==> src/rtl/stream_mux_pkg.sv <==
// Shared types for the N-channel streaming multiplexer.
package stream_mux_pkg;

  typedef enum logic {
    MODE_FIXED = 1'b0,
    MODE_RR    = 1'b1
  } mode_t;

  // Next channel index after idx, wrapping from n-1 back to 0.
  function automatic int unsigned wrap_inc(input int unsigned idx, input int unsigned n);
    if (idx + 32'd1 >= n) begin
      return 32'd0;
    end else begin
      return idx + 32'd1;
    end
  endfunction

endpackage

==> src/rtl/stream_mux_n_rr_arbiter.sv <==
// Combinational round-robin arbiter: the first requester at or after ptr wins.
module rr_arbiter
  import stream_mux_pkg::*;
#(
  parameter int N_CH  = 4,
  parameter int SEL_W = $clog2(N_CH)
) (
  input  logic [N_CH-1:0]  req,
  input  logic [SEL_W-1:0] ptr,
  output logic [N_CH-1:0]  gnt,
  output logic [SEL_W-1:0] gnt_idx,
  output logic             any
);

  // Scan channels in priority order ptr, ptr+1, ... and lock onto the first hit.
  always_comb begin
    gnt     = '0;
    gnt_idx = '0;
    any     = 1'b0;
    for (int k = 0; k < N_CH; k++) begin
      logic [SEL_W-1:0] idx;
      idx = SEL_W'((32'(ptr) + 32'(k)) % 32'(N_CH));
      if (!any && req[idx]) begin
        gnt[idx] = 1'b1;
        gnt_idx  = idx;
        any      = 1'b1;
      end else begin
        any = any;
      end
    end
  end

endmodule

==> src/rtl/stream_mux_n.sv <==
// N-channel valid/ready stream multiplexer with fixed-select or round-robin
// channel choice and a single registered output stage.
module stream_mux_n
  import stream_mux_pkg::*;
#(
  parameter int N_CH  = 4,
  parameter int W     = 8,
  parameter int SEL_W = $clog2(N_CH)
) (
  input  logic              clk,
  input  logic              rst_n,
  input  logic [N_CH*W-1:0] in_data,
  input  logic [N_CH-1:0]   in_valid,
  output logic [N_CH-1:0]   in_ready,
  input  logic              mode,
  input  logic [SEL_W-1:0]  sel,
  output logic [W-1:0]      out_data,
  output logic [SEL_W-1:0]  out_ch,
  output logic              out_valid,
  input  logic              out_ready
);

  mode_t            mode_e;
  logic             can_load;
  logic             sel_ok;
  logic             xfer;
  logic [SEL_W-1:0] ptr;
  logic [SEL_W-1:0] grant_idx;
  logic [N_CH-1:0]  arb_gnt;
  logic [SEL_W-1:0] arb_idx;
  logic             arb_any;

  assign mode_e   = mode_t'(mode);
  assign can_load = !out_valid || out_ready;
  assign sel_ok   = (int'(sel) < N_CH);

  rr_arbiter #(
    .N_CH  (N_CH),
    .SEL_W (SEL_W)
  ) u_arb (
    .req     (in_valid),
    .ptr     (ptr),
    .gnt     (arb_gnt),
    .gnt_idx (arb_idx),
    .any     (arb_any)
  );

  // Grant selection and ready generation; rst_n gating keeps ready low in reset
  // even though the empty output register would otherwise allow a load.
  always_comb begin
    in_ready  = '0;
    grant_idx = '0;
    case (mode_e)
      MODE_RR: begin
        if (arb_any) begin
          in_ready  = arb_gnt & {N_CH{can_load & rst_n}};
          grant_idx = arb_idx;
        end else begin
          in_ready  = '0;
        end
      end
      MODE_FIXED: begin
        if (sel_ok) begin
          in_ready[sel] = can_load & rst_n;
          grant_idx     = sel;
        end else begin
          in_ready = '0;
        end
      end
      default: begin
        in_ready  = '0;
        grant_idx = '0;
      end
    endcase
  end

  assign xfer = |(in_valid & in_ready);

  // Output register and round-robin pointer; ptr only advances on RR transfers.
  always_ff @(posedge clk or negedge rst_n) begin
    if (!rst_n) begin
      out_valid <= 1'b0;
      out_data  <= '0;
      out_ch    <= '0;
      ptr       <= '0;
    end else begin
      if (xfer) begin
        out_valid <= 1'b1;
        out_data  <= in_data[grant_idx*W +: W];
        out_ch    <= grant_idx;
      end else if (out_ready) begin
        out_valid <= 1'b0;
      end
      if (xfer && (mode_e == MODE_RR)) begin
        ptr <= SEL_W'(wrap_inc(32'(grant_idx), 32'(N_CH)));
      end
    end
  end

endmodule

==> config.mk <==
export PLATFORM = sky130hd
export DESIGN_NAME = stream_mux_n
export DESIGN_NICKNAME = d
export VERILOG_FILES = /design/src/rtl/stream_mux_pkg.sv /design/src/rtl/stream_mux_n_rr_arbiter.sv /design/src/rtl/stream_mux_n.sv
export SDC_FILE = /design/constraint.sdc
export NUM_CORES = 1
export LEC_CHECK = 0
export CAP_MARGIN = 20
export CORE_ASPECT_RATIO = 2
export CORE_MARGIN = 2
export CORE_UTILIZATION = 35
export DETAILED_ROUTE_END_ITERATION = 7
export GPL_TIMING_DRIVEN = 0
export MAX_ROUTING_LAYER = met4
export PLACE_DENSITY = 0.7
export SLEW_MARGIN = 25
export SYNTH_ARGS = -nofsm -noshare
export SYNTH_HDL_FRONTEND = slang
export SYNTH_SLANG_ARGS = --single-unit
==> constraint.sdc <==
create_clock -name clk -period 4.5 [get_ports clk]
set_clock_uncertainty 0.1 [all_clocks]
set_input_delay 1.35 -clock clk [delete_from_list [all_inputs] [get_ports clk]]
set_output_delay 1.35 -clock clk [all_outputs]
set_load 0.02 [all_outputs]
# After elaboration in Yosys (flattened, before gate mapping)
# Index checks and enable logic that the tools add are counted.
# word_totals
reg_bits	13
inputBits	42
output_inout_bits	15
# op_classes
addsub	4
n_lt_le_gt_ge	11
shift	1
mux	37
n_bitwise	8
n_reduce_logical	16
# ops
op	count
$shiftx A32 B6 Y8	1
$mux W4	5
$lt A2 B3 Y1 const B	5
$mux W1	15
$and A4 B4 Y4	3
$mux W2	6
$or A4 B4 Y4	3
$demux W1 S2	5
$ge A2 B1 Y1 const B	5
$logic_and A1 B1 Y1	9
$bmux W1 S2	4
$pmux W4 S2	1
$add A2 B2 Y2 const B	2
$logic_not A1 Y1	4
$pmux W2 S2	1
$reduce_or A4 Y1	1
$add A2 B1 Y3 const B	1
$ge A3 B3 Y1 const B	1
$add A2 B1 Y2 const B	1
$reduce_bool A2 Y1	1
$and A1 B1 Y1	1
$logic_or A1 B1 Y1	1
$not A1 Y1	1

# Depth between registers and ports, before layout
# depth
depth_word	18
ltp_mapped	12

# Cells and area by module
# From an unflattened synthesis, not the netlist that was laid out.
# hier_totals
cells_unflattened	133
hier_area_um2	1387.6
# modules_own_cells
mod	n_inst	cells_each	area_each_um2	seq_area_each_um2
stream_mux_n	1	88	965.9	325.3
rr_arbiter	1	45	421.7	0.0

# Worst setup path after synthesis
# Ideal clock, no wire load.
# synth_path
path_kind	input port to output port
startpoint	in in_valid[2]
endpoint	out in_ready[2]
arrival_time_ns	2.976
path_slack_ns	0.074
cell_stages	7
path_buffers	2
path_cell_list	buf_2 -> mux4_1 -> buf_2 -> nor2b_1 -> a21oi_1 -> a21oi_1 -> o21ai_0
# synth_between
elab_chain_len	15
# synth_lines
item	line	text
from (decl)	stream_mux_n.sv:13	input logic [N_CH-1:0] in_valid,
$bmux W1 S2	stream_mux_n_rr_arbiter.sv:23	if (!any && req[idx]) begin
$mux W1 (implied by the code)	stream_mux_n_rr_arbiter.sv:23	
$mux W1	stream_mux_n_rr_arbiter.sv:23	
$logic_not A1 Y1	stream_mux_n_rr_arbiter.sv:23	
$logic_and A1 B1 Y1	stream_mux_n_rr_arbiter.sv:23	
$mux W1	stream_mux_n_rr_arbiter.sv:23	
$logic_not A1 Y1	stream_mux_n_rr_arbiter.sv:23	
$logic_and A1 B1 Y1	stream_mux_n_rr_arbiter.sv:23	
$mux W1	stream_mux_n_rr_arbiter.sv:23	
$logic_not A1 Y1	stream_mux_n_rr_arbiter.sv:23	
$logic_and A1 B1 Y1	stream_mux_n_rr_arbiter.sv:23	
$mux W4	stream_mux_n_rr_arbiter.sv:23	
$and A4 B4 Y4	stream_mux_n.sv:56	in_ready = arb_gnt & {N_CH{can_load & rst_n}};
$mux W4 (*)	stream_mux_n.sv:55	if (arb_any) begin
$pmux W4 S2 (*)	stream_mux_n.sv:53	case (mode_e)
to (decl)	stream_mux_n.sv:14	output logic [N_CH-1:0] in_ready,
# Every way passes the cells marked *; elsewhere a longest branch is shown, timed or not. The select of a mux whose other input is x is not followed.

# Worst setup path after layout
# layout_path
startpoint	in in_valid[2]
endpoint	out in_ready[0]
# Same word-level chain as after synthesis.

==> summary.txt <==
Clock network
  • Clk pin slew, worst setup/hold paths: around 0.060 ns
  • Buffers from clock root to sink, at most: 2
  • Number of clock buffers inserted by TritonCTS: 3
  • Later-pin clock latency in the skew report: 0.25 ns
  • CTS tree: yes
  • Root buf cell: sky130_fd_sc_hd__clkbuf_8
  • Num Clock Sinks: 13
  • Deepest level of the CTS H-tree: 1
  • Cts hold-fix bufs: 0

Synth
  • Synthesized netlist net count: between 200 and 250
  • Post-Synthesis Mean Instance Area: 9.11 um^2
  • Count of flip-flops with a built-in enable after synthesis: 0
  • Instance count of the mapped netlist: about 180
  • Adder-cell area share of the yosys netlist: 6.01%
  • Basic-gate share of the synthesized area counting and, or, nand and nor cells: 27.2%
  • Mux contribution to synthesized area: 12.6%
  • Cell Area, Synth: 0.00167 mm^2
  • Largest family of logic cells by synthesized area: simple AND/OR/NAND/NOR gates
  • Yosys cell types: 57
  • Post-synth top area cell: sky130_fd_sc_hd__dfrtp_1
  • List of most frequent post-synthesis cells: 13 x sky130_fd_sc_hd__dfrtp_1, 11 x sky130_fd_sc_hd__and3_1, 11 x sky130_fd_sc_hd__nand2_1
  • Post-synth ARST share: 100%
  • Sequential-to-total area share from yosys stat: 19.5%
  • Proportion of netlist area held by the largest area contributor: roughly 20%
  • Main synth FF type: sky130_fd_sc_hd__dfrtp_1
  • Warnings, synthesis: 0
  • Flip-flop and latch count after synthesis: 13
  • Share of the synthesized netlist area taken by xor and xnor gates: 0.526%
  • Leading post-synthesis cells by cell area: sky130_fd_sc_hd__dfrtp_1 20%, sky130_fd_sc_hd__ha_1 6.0%, sky130_fd_sc_hd__mux2i_1 5.4%
  • Count leader, synth: sky130_fd_sc_hd__dfrtp_1
  • Share of the synthesized area in compound gates (AO/OA/AOI/OAI): 26.3%

Setup path
  • Largest delay share family, worst path: buffers and inverters
  • Largest fanout on the critical path: 6
  • Crit-path most repeated cell: sky130_fd_sc_hd__buf_6
  • Required time of the worst setup path: around 3 ns
  • Timing startpoint of the critical path: in_valid[2]
  • Critical Path, Cell by Cell: buf_6, buf_6, mux4_2, buf_6, a221o_2, and3_4, nor2_4, o41ai_2, buf_2
  • Slowest cell delay on critical path: 0.48 ns
  • CP max stage cell: sky130_fd_sc_hd__mux4_2
  • Arrival time of the worst setup path: a little over 3 ns
  • Classification of the worst setup path: in2out
  • Worst Setup Start Kind: primary input
  • Kind of capture point of the worst setup path: output pin
  • Worst path bufs/invs: 4
  • Startpoint of the lowest-slack register-to-register path: ptr[0]$_DFFE_PN0P_

GRT
  • Wire length of the first global-routing pass: 8.90 mm
  • Maximum number of pins on one net before global-route repair: 16
  • Initial antenna violation count: 0
  • All-Layer GR Usage: 23.0%
  • Global route total overflow: 0
  • Vias in the first global route: 1944

Pwr
  • Power Density: 585 mW/mm^2
  • Reg power frac: 15.4%
  • Logic pwr share: 77.1%
  • P_leak: between 1 and 1.5 nW
  • Fraction of power consumed by the clock network: under 10%
  • Internal power consumption: 0.000780 W
  • IR Drop Worst-Case VDD: 0.000331 V
  • Switching power total: approximately 0.00066 W
  • Fraction of power spent switching nets: between 40% and 50%

Floorplanning
  • Ports: 57
  • Full die area: 0.00536 mm^2
  • Horizontal extent of the die: 52.8 um
  • Vert. Die Dim: between 100 and 150 um
  • Number of placement rows: 35
  • Effective utilization at floorplan: 36.2%
  • Standard cell core area: 0.00460 mm^2

Timing
  • Shortest clock period the worst path allows after layout: 4.48 ns
  • RSZ-0062 raised after global routing: yes
  • Remaining max-slew budget at the tightest pin: around 47%
  • Final hold vios: 0
  • Slew at the pin with the worst max-slew slack: 0.786 ns
  • Fmax: 223 MHz
  • Number of slew-limit violations in the final report: 0
  • Share of the clock period used by the worst path after layout: 99.5%
  • Final worst slack: 0.0243 ns
  • Setup violations, final: 0

Placed design
  • Worst setup slack before clock tree synthesis: -1.04 ns
  • Gpl congestion: 0.951
  • Detailed Place HPWL: 4.50 mm
  • Quantity of I/O buffers inserted on ports: 55

Job
  • Total of max-cap violations: 0

Detailed routing
  • Routed Antenna Nets: 0
  • DRC: 0
  • Total Wirelength: ~5.4 mm
  • Vias: 1751
  • WL per Instance: 17.6 um
  • Vias per std cell: ~5.7
  • Starting DRC count in detailed routing: 51
  • Drt first pass iters: 4

Cells and area
  • Share of post-route cells with drive strength above 1: 26.5%
  • ANT cells: 0
  • Layout overhead on the synthesized area: 47.4%
  • Final design utilization: 53.4%
  • Post-layout nets: 304

Worst hold path
  • Class of the tightest hold or removal check: reg2reg
  • Origin of the worst min-delay path: out_ch[0]$_DFFE_PN0P_

Outcome
  • Run status: completed
==> power groups by stage <==
| stage | logic (W) | clock network [W] | registers (W) |
|---|---|---|---|
| after floorplan | 0.000640 | 0 | 0.000273 |
| after global placement | 0.00101 | 0 | 0.000219 |
| after detailed placement | 0.00101 | 0 | 0.000222 |
| after CTS | 0.00109 | 0.000107 | 0.000221 |
| after global routing | 0.00119 | 0.000112 | 0.000228 |
| final | 0.00111 | 0.000108 | 0.000222 |
==> cells by family (layout without fill, tap and decap cells) <==
family | Yosys count | in the layout
simple gates | 72 | 72
compound gates | 52 | 52
buf+inv | 22 | 92
mux | 15 | 15
flops | 13 | 13
fa+ha+maj | 8 | 8
xor+xnor | 1 | 1
==> per-stage QoR <==
step,std cells,TNS [ns],total power (W),hold WS [ns],area [um^2]
after global routing,308,-0.0182,0.00153,0.440,2460
final,308,0,0.00144,0.411,2460
after detailed placement,293,-3.91,0.00123,0.398,2290
after CTS,306,0,0.00141,0.417,2430
after floorplan,183,0,0.000913,0.522,1670
after global placement,293,-3.98,0.00123,0.389,2290
==> placed cells by master (no fill, tap or decap), types with 3 or more instances in the layout <==
master,synthesis,routed
sky130_fd_sc_hd__nand2b_1,4,4
sky130_fd_sc_hd__inv_1,6,5
sky130_fd_sc_hd__a221oi_1,9,8
sky130_fd_sc_hd__mux2i_1,9,9
sky130_fd_sc_hd__buf_4,1,13
sky130_fd_sc_hd__and2b_1,3,3
sky130_fd_sc_hd__o31ai_1,3,3
sky130_fd_sc_hd__clkbuf_8,0,4
sky130_fd_sc_hd__buf_6,3,6
sky130_fd_sc_hd__dfrtp_1,13,12
sky130_fd_sc_hd__nor2_1,8,7
sky130_fd_sc_hd__clkbuf_1,6,4
sky130_fd_sc_hd__mux4_2,3,4
sky130_fd_sc_hd__nor2b_1,8,8
sky130_fd_sc_hd__nand2_1,11,10
sky130_fd_sc_hd__buf_2,5,8
sky130_fd_sc_hd__and3_1,11,10
sky130_fd_sc_hd__clkdlybuf4s50_1,0,46
sky130_fd_sc_hd__nand4_1,9,9
sky130_fd_sc_hd__o21ai_0,6,4
sky130_fd_sc_hd__a21oi_1,7,7
sky130_fd_sc_hd__ha_1,8,7
sky130_fd_sc_hd__o31ai_2,6,6
==> cell type report <==
type                            count  area (um^2)
Fill cell                         436         2140
Multi-Input combinational cell    148         1250
Buffer                             16          139
Sequential cell                    13          327
Clock buffer                        4         45.0
Timing Repair Buffer               66          603
Inverter                            6         26.3
Tap cell                           55         68.8
==> worst reg2reg max path: cells and delay by family, from the launching register on <==
kind,cells,cell delay (ns)
multiplexers,2,0.71
AO/OA/AOI/OAI,1,0.42
flip-flops,1,0.41
adder cells (fa/ha/maj),1,0.40
AND/OR/NAND/NOR,3,1.03
buffers and inverters,4,0.65
==> routing by layer <==
layer  vias to the layer above  track usage (%)  part of all wire, %  routed length, um
met3                        17             1.18                  3.8                206
met1                       819             20.8                   32               1720
met5                         -                -                    0                  0
met4                         0             12.2                  4.7                256
li1                        852                -                    -                  -
met2                        63             44.6                   60               3250
==> flip-flops by register name, indices dropped and copies added, names as in the netlist <==
signal and count:
out_ch 2, out_valid 1, ptr 2, out_data 8
==> repair_timing <==
item | CTS | global route
setup endpoints to repair | 4 | 4
setup buffers | 9 | 2
resized for setup | 58 | 9
pin swaps | 4 | 0
==> path summary, 6_finish.rpt <==
path                                               to  slack, ns  depth (start not counted)
worst max-delay path                      in_ready[0]       0.02                          9
worst min-delay path            out_ch[0]$_DFFE_PN0P_       0.41                          1
worst max register to register  out_ch[1]$_DFFE_PN0P_       0.65                         11
worst min register to register  out_ch[0]$_DFFE_PN0P_       0.41                          1
max in group asynchronous          ptr[0]$_DFFE_PN0P_       3.00                          1
min in group asynchronous       out_valid$_DFFE_PN0P_       1.00                          1
Power figures use the tool's default switching activity.
